### src/rtl/prog_ctr_seq_if.sv
// Fetch-stage control bundle between the decoder/LUT side and the PC sequencer.
interface prog_ctr_seq_if #(
    parameter int unsigned D = 12
);
    logic           Start;
    logic           Halt;
    logic           Stall;
    logic           Jump;
    logic           JumpRel;
    logic           Call;
    logic           Ret;
    logic [3:0]     LutIdx;
    logic [3:0]     LutAddr;
    logic [D-1:0]   LutTarget;
    logic [D-1:0]   ProgCtr;
    logic           Running;
    logic           Done;
    logic           StackErr;

    // Decoder and branch-target LUT side
    modport master (
        output Start, Halt, Stall, Jump, JumpRel, Call, Ret, LutIdx, LutTarget,
        input  LutAddr, ProgCtr, Running, Done, StackErr
    );

    // Sequencer side
    modport slave (
        input  Start, Halt, Stall, Jump, JumpRel, Call, Ret, LutIdx, LutTarget,
        output LutAddr, ProgCtr, Running, Done, StackErr
    );
endinterface

### src/rtl/prog_ctr_seq.sv
// Program counter sequencer: start/halt control, branch via LUT, return stack.
module prog_ctr_seq #(
    parameter int unsigned   D        = 12,
    parameter int unsigned   STACK_D  = 4,
    parameter logic [D-1:0]  START_PC = '0
) (
    input  logic          Clk,
    input  logic          Reset_n,
    prog_ctr_seq_if.slave bus
);
    localparam int unsigned SP_W  = $clog2(STACK_D + 1);
    localparam int unsigned IDX_W = (STACK_D > 1) ? $clog2(STACK_D) : 1;

    localparam logic [1:0] S_IDLE = 2'd0;
    localparam logic [1:0] S_RUN  = 2'd1;
    localparam logic [1:0] S_DONE = 2'd2;

    logic [1:0]      state_q, state_d;
    logic [D-1:0]    pc_q, pc_d;
    logic [SP_W-1:0] sp_q, sp_d;
    logic            err_q, err_d;
    logic            running_q, done_q;
    logic            push;
    logic [D-1:0]    pc_inc;
    logic [SP_W-1:0] sp_dec;
    logic            stk_full, stk_empty;
    logic [D-1:0]    stack_q [STACK_D];

    // Zero-latency LUT lookup: index passes straight through
    assign bus.LutAddr  = bus.LutIdx;
    assign bus.ProgCtr  = pc_q;
    assign bus.Running  = running_q;
    assign bus.Done     = done_q;
    assign bus.StackErr = err_q;

    assign pc_inc    = pc_q + D'(1);
    assign sp_dec    = sp_q - SP_W'(1);
    assign stk_full  = (sp_q == SP_W'(STACK_D));
    assign stk_empty = (sp_q == '0);

    // Next state, next PC and stack control
    always_comb begin
        state_d = state_q;
        pc_d    = pc_q;
        sp_d    = sp_q;
        err_d   = err_q;
        push    = 1'b0;
        case (state_q)
            S_IDLE, S_DONE: begin
                if (bus.Start) begin
                    state_d = S_RUN;
                    pc_d    = START_PC;
                    sp_d    = '0;
                    err_d   = 1'b0;
                end
            end
            S_RUN: begin
                if (!bus.Stall) begin
                    if (bus.Halt) begin
                        state_d = S_DONE;
                    end else if (bus.Ret) begin
                        if (!stk_empty) begin
                            sp_d = sp_dec;
                            pc_d = stack_q[IDX_W'(sp_dec)];
                        end else begin
                            err_d = 1'b1;
                            pc_d  = pc_inc;
                        end
                    end else if (bus.Call) begin
                        if (!stk_full) begin
                            push = 1'b1;
                            sp_d = sp_q + SP_W'(1);
                        end else begin
                            err_d = 1'b1;
                        end
                        pc_d = bus.LutTarget;
                    end else if (bus.Jump) begin
                        // Two's complement offset add falls out of plain D-bit wraparound
                        pc_d = bus.JumpRel ? (pc_q + bus.LutTarget) : bus.LutTarget;
                    end else begin
                        pc_d = pc_inc;
                    end
                end
            end
            default: begin
                state_d = S_IDLE;
                pc_d    = START_PC;
                sp_d    = '0;
                err_d   = 1'b0;
            end
        endcase
    end

    // Control state, PC and status flags
    always_ff @(posedge Clk or negedge Reset_n) begin
        if (!Reset_n) begin
            state_q   <= S_IDLE;
            pc_q      <= START_PC;
            sp_q      <= '0;
            err_q     <= 1'b0;
            running_q <= 1'b0;
            done_q    <= 1'b0;
        end else begin
            state_q   <= state_d;
            pc_q      <= pc_d;
            sp_q      <= sp_d;
            err_q     <= err_d;
            running_q <= (state_d == S_RUN);
            done_q    <= (state_d == S_DONE);
        end
    end

    // Return-address storage; contents are meaningless above sp so no reset
    always_ff @(posedge Clk) begin
        if (push) begin
            stack_q[IDX_W'(sp_q)] <= pc_inc;
        end
    end
endmodule

### src/flat_wrapper.sv
// flat-port wrapper written by rule: the top's interface ports become plain ports
module prog_ctr_seq_flat 
#(
    parameter int unsigned   D        = 12,
    parameter int unsigned   STACK_D  = 4,
    parameter logic [D-1:0]  START_PC = '0
)
  (Clk, Reset_n, bus_Start, bus_Halt, bus_Stall, bus_Jump, bus_JumpRel, bus_Call, bus_Ret, bus_LutIdx, bus_LutTarget, bus_LutAddr, bus_ProgCtr, bus_Running, bus_Done, bus_StackErr);
  prog_ctr_seq_if #(.D(D)) bus_i ();
  input  logic Clk;
  input  logic Reset_n;
  input wire logic [$bits(bus_i.Start)-1:0] bus_Start;
  input wire logic [$bits(bus_i.Halt)-1:0] bus_Halt;
  input wire logic [$bits(bus_i.Stall)-1:0] bus_Stall;
  input wire logic [$bits(bus_i.Jump)-1:0] bus_Jump;
  input wire logic [$bits(bus_i.JumpRel)-1:0] bus_JumpRel;
  input wire logic [$bits(bus_i.Call)-1:0] bus_Call;
  input wire logic [$bits(bus_i.Ret)-1:0] bus_Ret;
  input wire logic [$bits(bus_i.LutIdx)-1:0] bus_LutIdx;
  input wire logic [$bits(bus_i.LutTarget)-1:0] bus_LutTarget;
  output wire logic [$bits(bus_i.LutAddr)-1:0] bus_LutAddr;
  output wire logic [$bits(bus_i.ProgCtr)-1:0] bus_ProgCtr;
  output wire logic [$bits(bus_i.Running)-1:0] bus_Running;
  output wire logic [$bits(bus_i.Done)-1:0] bus_Done;
  output wire logic [$bits(bus_i.StackErr)-1:0] bus_StackErr;
  assign bus_i.Start = bus_Start;
  assign bus_i.Halt = bus_Halt;
  assign bus_i.Stall = bus_Stall;
  assign bus_i.Jump = bus_Jump;
  assign bus_i.JumpRel = bus_JumpRel;
  assign bus_i.Call = bus_Call;
  assign bus_i.Ret = bus_Ret;
  assign bus_i.LutIdx = bus_LutIdx;
  assign bus_i.LutTarget = bus_LutTarget;
  assign bus_LutAddr = bus_i.LutAddr;
  assign bus_ProgCtr = bus_i.ProgCtr;
  assign bus_Running = bus_i.Running;
  assign bus_Done = bus_i.Done;
  assign bus_StackErr = bus_i.StackErr;
  prog_ctr_seq #(.D(D), .STACK_D(STACK_D), .START_PC(START_PC)) u_core (.Clk(Clk), .Reset_n(Reset_n), .bus(bus_i));
endmodule
### config.mk
export PLATFORM = sky130hd
export DESIGN_NAME = prog_ctr_seq_flat
export DESIGN_NICKNAME = d
export VERILOG_FILES = /design/src/rtl/prog_ctr_seq_if.sv /design/src/rtl/prog_ctr_seq.sv /design/src/flat_wrapper.sv
export SDC_FILE = /design/constraint.sdc
export NUM_CORES = 1
export LEC_CHECK = 0
export CORE_AREA = 2 2 118 63
export CTS_BUF_LIST = sky130_fd_sc_hd__clkbuf_8 sky130_fd_sc_hd__clkbuf_16
export CTS_CLUSTER_SIZE = 14
export DETAILED_ROUTE_END_ITERATION = 8
export DIE_AREA = 0 0 120 65
export PLACE_DENSITY = 0.84
export REMOVE_ABC_BUFFERS = 1
export SLEW_MARGIN = 30
export SYNTH_ARGS = -nofsm -noshare
export SYNTH_HDL_FRONTEND = slang
export SYNTH_SLANG_ARGS = --single-unit
### constraint.sdc
create_clock -name Clk -period 5.46 [get_ports Clk]
set_input_delay 1.092 -clock Clk [delete_from_list [all_inputs] [get_ports Clk]]
set_output_delay 1.092 -clock Clk [all_outputs]
set_load 0.005 [all_outputs]
# Yosys cells after proc, flatten, opt, wreduce, memory -nomap -nowiden
# Memories as Yosys holds them, arrays and structs flattened.
# Cells that the tools add are included.
dict set report word_totals {
  regBits 20
  ramBits 48
  inputBits 25
  mem_count 1
}
dict set report classes {
  add_sub_neg 4
  n_eq_ne 13
  n_mux 37
  n_reduce_logical 6
}
# memory words word_bits read_ports rd_ports_with_merged_regs write_ports line
set memory_table {}
lappend memory_table {u_core.stack_q 4 12 1 0 1 prog_ctr_seq.sv:27} ;# logic [D-1:0] stack_q [STACK_D];
# cell n
set ops {}
lappend ops {{$mux W12} 8}
lappend ops {{$pmux W12 S2} 1}
lappend ops {{$mux W3} 7}
lappend ops {{$mux W1} 15}
lappend ops {{$add A12 B1 Y12 const B} 1}
lappend ops {{$add A12 B12 Y12} 1}
lappend ops {{$reduce_and A6 Y1} 2}
lappend ops {{$ne A3 B3 Y1 const B} 3}
lappend ops {{$mux W2} 3}
lappend ops {{$ne A2 B2 Y1 const B} 3}
lappend ops {{$ne A3 B2 Y1 const B} 2}
lappend ops {{$pmux W3 S2} 1}
lappend ops {{$eq A2 B1 Y1 const B} 2}
lappend ops {{$eq A2 B2 Y1 const B} 2}
lappend ops {{$pmux W2 S2} 1}
lappend ops {{$add A3 B1 Y3 const B} 1}
lappend ops {{$eq A3 B3 Y1 const B} 1}
lappend ops {{$logic_not A3 Y1} 1}
lappend ops {{$reduce_and A3 Y1} 1}
lappend ops {{$sub A3 B1 Y3 const B} 1}
lappend ops {{$logic_not A2 Y1} 1}
lappend ops {{$pmux W1 S2} 1}
lappend ops {{$reduce_or A2 Y1} 1}

# Depth between registers and ports, before layout
# Gate-level depths: netlist of the first run.
dict set report logic_depth {
  depth_word 9
  mapped_depth 13
  mapped_depth_nobuf 9
}

# Least setup slack after synthesis of the first run
# No wires, ideal clock.
dict set report synth_path {
  kind {input port to flip-flop}
  from {input bus_LutTarget[0]}
  to {register u_core.pc_q[10], in the netlist u_core.bus.ProgCtr[10]}
  setup_time_ps 81
  arrival_time_ps 2876
  path_slack_ps 2502
  cell_stages 8
  path_cell_list {ha_1 -> fa_1 -> a21o_1 -> a221oi_2 -> a21oi_1 -> a21bo_1 -> mux2_4 -> a31oi_2}
}
dict set report synth_via {
  elab_chain_len 8
}
# item line
set synth_lines {}
lappend synth_lines {{start, declared} flat_wrapper.sv:20} ;# input wire logic [$bits(bus_i.LutTarget)-1:0] bus_LutTarget;
lappend synth_lines {{$add A12 B12 Y12} prog_ctr_seq.sv:79} ;# pc_d = bus.JumpRel ? (pc_q + bus.LutTarget) : bus.LutTarget;
lappend synth_lines {{$mux W12} prog_ctr_seq.sv:79}
lappend synth_lines {{$mux W12} prog_ctr_seq.sv:77} ;# end else if (bus.Jump) begin
lappend synth_lines {{$mux W12} prog_ctr_seq.sv:69} ;# end else if (bus.Call) begin
lappend synth_lines {{$mux W12} prog_ctr_seq.sv:61} ;# end else if (bus.Ret) begin
lappend synth_lines {{$mux W12} prog_ctr_seq.sv:59} ;# if (bus.Halt) begin
lappend synth_lines {{$mux W12} prog_ctr_seq.sv:58} ;# if (!bus.Stall) begin
lappend synth_lines {{$pmux W12 S2} prog_ctr_seq.sv:48} ;# case (state_q)
lappend synth_lines {{end signal, assigned} prog_ctr_seq.sv:105} ;# pc_q <= pc_d;
lappend synth_lines {{end, declared} prog_ctr_seq.sv:19} ;# logic [D-1:0] pc_q, pc_d;
# Every way passes these cells. The select of a mux whose other input is x is not followed.
# A chain may end at the register's enable or synchronous reset.

# Final worst setup path of the first run
dict set report layout_path {
  from {input bus_Ret}
  to {memory u_core.stack_q[2][1] (enable)}
}
dict set report layout_via {
  elab_chain_len 6
}
# item line
set layout_lines {}
lappend layout_lines {{start, declared} flat_wrapper.sv:18} ;# input wire logic [$bits(bus_i.Ret)-1:0] bus_Ret;
lappend layout_lines {{$mux W1} prog_ctr_seq.sv:61}
lappend layout_lines {{$mux W1} prog_ctr_seq.sv:59}
lappend layout_lines {{$mux W1} prog_ctr_seq.sv:58}
lappend layout_lines {{$mux W1} prog_ctr_seq.sv:48}
lappend layout_lines {{$mux W1} prog_ctr_seq.sv:115} ;# if (push) begin
lappend layout_lines {{$mux W1 (not written as such)} prog_ctr_seq.sv:116} ;# stack_q[IDX_W'(sp_q)] <= pc_inc;
lappend layout_lines {{end, declared} prog_ctr_seq.sv:27}
# Every way passes these cells.

==> out/qor.csv, run 1 <==
stage;metric;value;unit
outcome;status;complete, no violations;
power_and_ir_drop;cellLeakagePower;1.70;nW
global_route;grt_pass1_vias;3090;
sta;rsz0062_at_grt;no;
route;vias_per_cell;6.69;
finish;drive_gt1_share;10.1;%
sta;max_slew_margin;49.8;%
route;wl;10100;µm
sta;timing.fmax;289;MHz
critical_path;cp_top_family;simple AND/OR/NAND/NOR gates;
floorplanning;dieArea;7800;µm²
synthesis;synth_top_family_by_area;compound AO/OA/AOI/OAI gates;
place;dp_hpwl;7170;µm
synthesis;yosysTopAreaCell;edfxtp_1;
power_and_ir_drop;seq_power_share;33.4;%
critical_path;cp_cell_sequence;clkdlybuf4s50_1 > nor2_1 > nand2_1 > nor4_1 > and2_1;
critical_path;arrival;3420;ps
synthesis;synth-seq-cells;68;
power_and_ir_drop;switching_power;0.000925;W
cts;cts_hold_buf;0;
route;ant_nets;0;
sta;clock_skew;5.84;ps
route;post_drt_wl_per_cell;20.9;µm
synthesis;syn_area;4000;µm²
synthesis;synth_edf_count;48;
synthesis;synth_simple_gate_area_share;11.9;%
power_and_ir_drop;p_int;0.00155;W
power_and_ir_drop;ir_drop;385;µV
route;first_pass_iters;7;
route;drtIter0Drc;371;
synthesis;synthXorXnorAreaFrac;3.72;%
critical_path;worstSetupPathType;input port to flip-flop;
power_and_ir_drop;combPwrFrac;42.5;%
synthesis;avgSynthCellArea;11.2;µm²
critical_path;crit_fanout;13;
route;vias;3225;
floorplanning;boundaryPins;44;
run;maxCapViolCount;0;
global_route;grt_pass1_wl;16100;µm
cts;cts_resized;0;
critical_path;cp-end-kind;flip-flop;
synthesis;synthTopCellsByArea;edfxtp_1, dfrtp_1, mux4_2;
synthesis;netlist-cell-type-count;59;
sta;setup_viol;0;
critical_path;start_kind;input port;
cts;clock_latency;330;ps
floorplanning;die_y;65;µm
critical_path;slowest_delay;660;ps
critical_path;critPathBufInv;1;
power_and_ir_drop;p_clk_share;24.1;%
cts;cts_sinks;68;
place;place.gp.congestion;0.935;
cts;cts_tree;done;
global_route;grt_max_degree;21;
synthesis;muxShareOfSynthArea;7.87;%
synthesis;ys_seq_area_share;48.5;%
finish;nets;425;
cts;clockBufferDepth;2;
critical_path;slowest_stage;and2_1;
cts;clockRootBuffer;clkbuf_16;
power_and_ir_drop;cellPowerDensity;530;nW/µm²
finish;antenna_cells;0;
global_route;grt_usage;27.9;%
floorplanning;start_util;58.0;%
sta;period_share;63.3;%
finish;nFillCells;517;
synthesis;synth.top_cell.area_share;36.0;%
synthesis;synthFlopType;edfxtp_1;
synthesis;ys_async_sr_fraction;29.4;%
finish;multi_input_area;1890;µm²
place;port_buffers;35;
synthesis;yosysWarnings;0;
global_route;grt-ovfl-total;0;
hold_path;hp-class;flip-flop to flip-flop;
cts;htree_levels;3;
route;drc;0;
synthesis;synthAdderAreaFrac;6.13;%
finish;seqCellArea;1940;µm²
sta;worst_pin_slew;750;ps
sta;fin_crit;3460;ps
sta;hold_viol_final;0;
global_route;antenna_found_initial;0;
cts;clkTransAtPathRegs;50;ps
finish;syn_to_final_growth;16.7;%
floorplanning;die_w;120;µm
synthesis;synth_cells;356;
finish;fin_cells;482;
sta;slew_viol_final;0;
synthesis;synth_compound_area_share;17.5;%
cts;numCtsBuffers;9;
power_and_ir_drop;sw_frac_of_total;37.4;%
sta;tns;0;ps
floorplanning;num_rows;22;
place;placed_cells;466;
critical_path;cp.required;5420;ps
floorplanning;design.core.area;6910;µm²
cts;post-cts-setup-buffers;0;
sequential cells by signal, indices dropped and copies added (netlist names):
register and count:
u_core.stack_q 48, u_core.bus.ProgCtr 12, u_core.sp_q 3, u_core.state_q 2, u_core.bus.Done 1, u_core.bus.Running 1, u_core.bus.StackErr 1
Yosys cell counts, drive strengths merged (3+ instances only):
library cell   n
nand2         32
nor2          19
xnor2         11
mux2i          3
nor3          11
o32ai          3
xor2           6
dfrtp         20
a21oi         20
ha            18
clkbuf         8
or3            3
and2           5
o22ai          5
a211oi         5
a221oi        11
or2            3
nand3         10
edfxtp        48
a31oi          4
nand2b         3
o21ai         28
buf           14
o211ai         5
inv           14
mux4          12
a21o           7
worst register-to-register path, delay by kind of cell (launching register included):
| family | cells | cell delay, ps |
|---|---|---|
| DFF | 1 | 470 |
| and+or+nand+nor | 5 | 2100 |
cells in the final DEF (no fill, tap or decap), types with 2 or more instances in the layout:
master | Yosys | routed
edfxtp_1 | 48 | 48
clkdlybuf4s50_1 | 0 | 34
nand2_1 | 32 | 32
o21ai_0 | 27 | 27
a21oi_1 | 20 | 20
nor2_1 | 19 | 19
dfrtp_1 | 20 | 19
ha_1 | 18 | 18
inv_1 | 14 | 15
mux4_2 | 12 | 12
xnor2_1 | 11 | 11
nand3_1 | 10 | 10
nor3_1 | 10 | 10
a221oi_1 | 10 | 10
clkbuf_16 | 0 | 9
xor2_1 | 6 | 6
a21o_1 | 6 | 6
and2_1 | 5 | 5
a211oi_1 | 5 | 5
o22ai_1 | 5 | 4
clkinv_1 | 1 | 4
o211ai_1 | 4 | 4
nand2b_1 | 3 | 3
o32ai_1 | 3 | 3
or3_1 | 3 | 3
a31oi_1 | 3 | 3
mux2i_1 | 3 | 3
nand4_1 | 2 | 2
nand4b_1 | 2 | 2
or2_2 | 2 | 2
o21a_1 | 2 | 2
a22o_1 | 2 | 2
o31ai_1 | 2 | 2
bufinv_16 | 0 | 2
power by group through the flow:
stage          registers [W]  logic, W  clock network, W
3_3_place_gp        0.000822  0.000994                 0
2_1_floorplan       0.000793  0.000690                 0
4_1_cts             0.000824   0.00103          0.000608
5_1_grt             0.000840   0.00114          0.000630
6_report            0.000828   0.00105          0.000596
3_5_place_dp        0.000829   0.00102                 0
kinds of logic after synthesis:
| family | count (synthesis) |
|---|---|
| AOI/OAI and AO/OA | 102 |
| xor gates and xnor gates | 17 |
| adders and majority gates | 19 |
| buffers and inverters | 37 |
| DFF | 68 |
| muxes | 16 |
| and+or+nand+nor | 97 |
metrics by stage:
step,power (W),util (%),hold slack (ps),worst slack (ps),area (µm²)
after floorplan,0.00148,-,498,2500,3880
after global placement,0.00182,63.1,508,1900,4360
after detailed placement,0.00185,63.1,550,1700,4360
after CTS,0.00247,67.6,567,2060,4670
after global routing,0.00261,67.6,598,1850,4670
final,0.00248,67.6,564,2000,4670
path summary, 6_finish.rpt:
| path | startpoint | end | slack, ps | cells past startpoint |
|---|---|---|---|---|
| setup / recovery | bus_Ret | u_core.stack_q[2][1] | 2000 | 5 |
| hold / removal | u_core.bus.StackErr | u_core.bus.StackErr | 560 | 2 |
| setup reg to reg | u_core.state_q[0] | u_core.stack_q[2][1] | 2520 | 5 |
| hold reg to reg | u_core.bus.StackErr | u_core.bus.StackErr | 560 | 2 |
| max in group asynchronous | Reset_n | u_core.sp_q[0] | 4340 | 1 |
| min in group asynchronous | Reset_n | u_core.sp_q[1] | 740 | 1 |
cell type report:
type	count	area share, %
clock inverters	7	1.77
inverters	15	1.21
flip-flops and latches	68	41.6
multi-input cells	251	40.5
repair buffers	36	7.55
well taps	96	2.57
clock buffers	9	4.82
layer usage:
layer	GRT usage, %	up-vias	part of all wire (%)
met1	40.0	1559	43
met3	10.5	22	12
met5	0	-	0
met2	39.8	236	43
li1	-	1408	-
met4	7.06	0	1.5
Note: power is estimated with default switching activity, not from simulation.
==> inputs of run 2 (changes only) <==
Settings changed: CORE_AREA 2 2 118 63 to 2 2 129 68, DIE_AREA 0 0 120 65 to 0 0 131 70, PLACE_DENSITY 0.84 to 0.75.
Clock period 5.46 ns to 2.8 ns, I/O delays scaled along.
==> out/qor.csv, run 2 (synthesis results as in run 1) <==
stage;metric;value;unit;change
outcome;status;complete, no violations;;
power_and_ir_drop;combPwrFrac;45.8;%;+3.3 points
critical_path;start_kind;input port;;
finish;drive_gt1_share;16.5;%;+6.4 points
floorplanning;dieArea;9170;µm²;+18%
sta;fin_crit;2630;ps;
route;vias_per_cell;6.00;;-10%
floorplanning;num_rows;24;;+9.1%
global_route;grt_max_degree;21;;unchanged
global_route;grt_pass1_vias;3119;;+0.94%
route;first_pass_iters;5;;-2
finish;antenna_cells;0;;unchanged
route;drc;0;;unchanged
route;ant_nets;0;;unchanged
sta;clock_skew;7.54;ps;+1.71 ps
finish;final_common_cell;edfxtp_1;;
cts;clkTransAtPathRegs;60;ps;about the same
power_and_ir_drop;switching_power;0.00181;W;+95%
global_route;grt-ovfl-total;0;;unchanged
place;preCtsSetupSlack;-182;ps;-1890 ps
power_and_ir_drop;ir_drop;450;µV;+17%
global_route;grt_pass1_wl;16600;µm;+2.8%
sta;rsz0062_at_grt;no;;
cts;clock_latency;340;ps;about the same
sta;slew_viol_final;0;;unchanged
cts;cts_sinks;68;;unchanged
critical_path;cp.required;3060;ps;-2360 ps
power_and_ir_drop;p_clk_share;23.7;%;-0.4 points
place;placed_cells;519;;+11%
cts;cts_hold_buf;0;;unchanged
floorplanning;boundaryPins;44;;unchanged
floorplanning;design.core.area;8260;µm²;+20%
sta;hold_viol_final;0;;unchanged
global_route;antenna_found_initial;0;;unchanged
power_and_ir_drop;sw_frac_of_total;36.3;%;-1.0 points
sta;timing.fmax;380;MHz;
run;maxCapViolCount;0;;unchanged
place;place.gp.congestion;0.915;;-2.2%
critical_path;crit_fanout;3;;-10
cts;htree_levels;3;;unchanged
route;wl;10200;µm;+1.2%
place;port_buffers;35;;unchanged
finish;largest_register;u_core.stack_q;;
power_and_ir_drop;cellPowerDensity;998;nW/µm²;+88%
sta;fin_ws;171;ps;-1830 ps
cts;cts_resized;0;;unchanged
floorplanning;die_w;131;µm;+9.2%
cts;cts_tree;done;;
route;vias;3202;;-0.71%
route;drtIter0Drc;409;;+10%
sta;worst_pin_slew;603;ps;-147 ps
cts;clockBufferDepth;2;;unchanged
place;dp_hpwl;7700;µm;+7.4%
sta;setup_viol;0;;unchanged
finish;nets;457;;+7.5%
power_and_ir_drop;seq_power_share;30.5;%;-2.9 points
sta;period_share;93.9;%;
critical_path;arrival;2890;ps;-530 ps
cts;clockRootBuffer;clkbuf_16;;
finish;largest_reg_flops;48;;unchanged
floorplanning;start_util;48.5;%;-9.5 points
route;post_drt_wl_per_cell;19.1;µm;-8.7%
power_and_ir_drop;power;0.00497;W;+100%
finish;fin_cells;534;;+11%
floorplanning;die_y;70;µm;+7.7%
cts;numCtsBuffers;9;;unchanged
critical_path;worstSetupPathType;input port to flip-flop;;
global_route;grt_usage;24.4;%;-3.4 points
power_and_ir_drop;p_int;0.00316;W;+100%
sta;max_slew_margin;59.5;%;+9.7 points
finish;syn_to_final_growth;24.4;%;
hold_path;hp-class;flip-flop to flip-flop;;
finish;final_cell_mix;edfxtp_1, clkdlybuf4s50_1, nand2_1;;
critical_path;cp-end-kind;flip-flop;;
cts;post-cts-setup-buffers;0;;unchanged
power_and_ir_drop;cellLeakagePower;1.87;nW;+9.8%
run 2: cell types whose count changed in the layout (fill, tap and decap cells not counted), sizes merged:
cell	change
buf	+31
clkdlybuf4s50	+1
inv	-1
run 2: worst max-delay path, stage by stage:
cell	delay (ps)
clkdlybuf4s50_1	440
ha_1	230
fa_1	390
a21o_1	190
a221oi_2	300
a21oi_1	140
a21bo_1	220
mux2_4	300
a31oi_2	120
run 2: final timing paths:
kind                       slack (ps)             startpoint                     end  depth (start not counted)
min reg2reg                       550         u_core.sp_q[1]          u_core.sp_q[1]                          2
min in group asynchronous         600                Reset_n          u_core.sp_q[2]                          2
max                               170       bus_LutTarget[0]  u_core.bus.ProgCtr[10]                          9
max in group asynchronous        1960                Reset_n   u_core.bus.ProgCtr[5]                          2
min                               550         u_core.sp_q[1]          u_core.sp_q[1]                          2
max reg2reg                       460  u_core.bus.ProgCtr[0]  u_core.bus.ProgCtr[10]                          8
run 2: power groups by stage:
stage,Sequential [W],Combinational (W),Clock [W]
global placement,0.00152,0.00220,0
global route,0.00154,0.00250,0.00124
CTS,0.00151,0.00226,0.00119
floorplan,0.00155,0.00135,0
detailed placement,0.00153,0.00224,0
finish,0.00152,0.00228,0.00118
run 2: area by class of cell:
cell class | count | area, µm²
inverter | 15 | 56.3
tap | 117 | 146
fill | 666 | 3280
timing repair buffer | 68 | 648
clock inverter | 6 | 80.1
sequential | 68 | 1940
clock buffer | 9 | 225
multi-input combinational | 251 | 1880
run 2: routing by layer:
| layer | GRT usage [%] | share of wire [%] | vias to the layer above |
|---|---|---|---|
| li1 | - | - | 1471 |
| met1 | 37.4 | 46 | 1539 |
| met2 | 32.4 | 41 | 181 |
| met3 | 9.27 | 12 | 11 |
| met4 | 6.03 | 0.65 | 0 |
| met5 | 0 | 0 | - |
run 2: stage by stage:
step / cell area [µm²] / TNS, ps / utilization, % / hold slack [ps]
global route: 4980 / 0 / 60.3 / 583
finish: 4980 / 0 / 60.3 / 554
global placement: 4680 / -198 / 56.6 / 515
CTS: 4980 / 0 / 60.3 / 550
floorplan: 3880 / -56.2 / - / 264
detailed placement: 4680 / -340 / 56.6 / 534
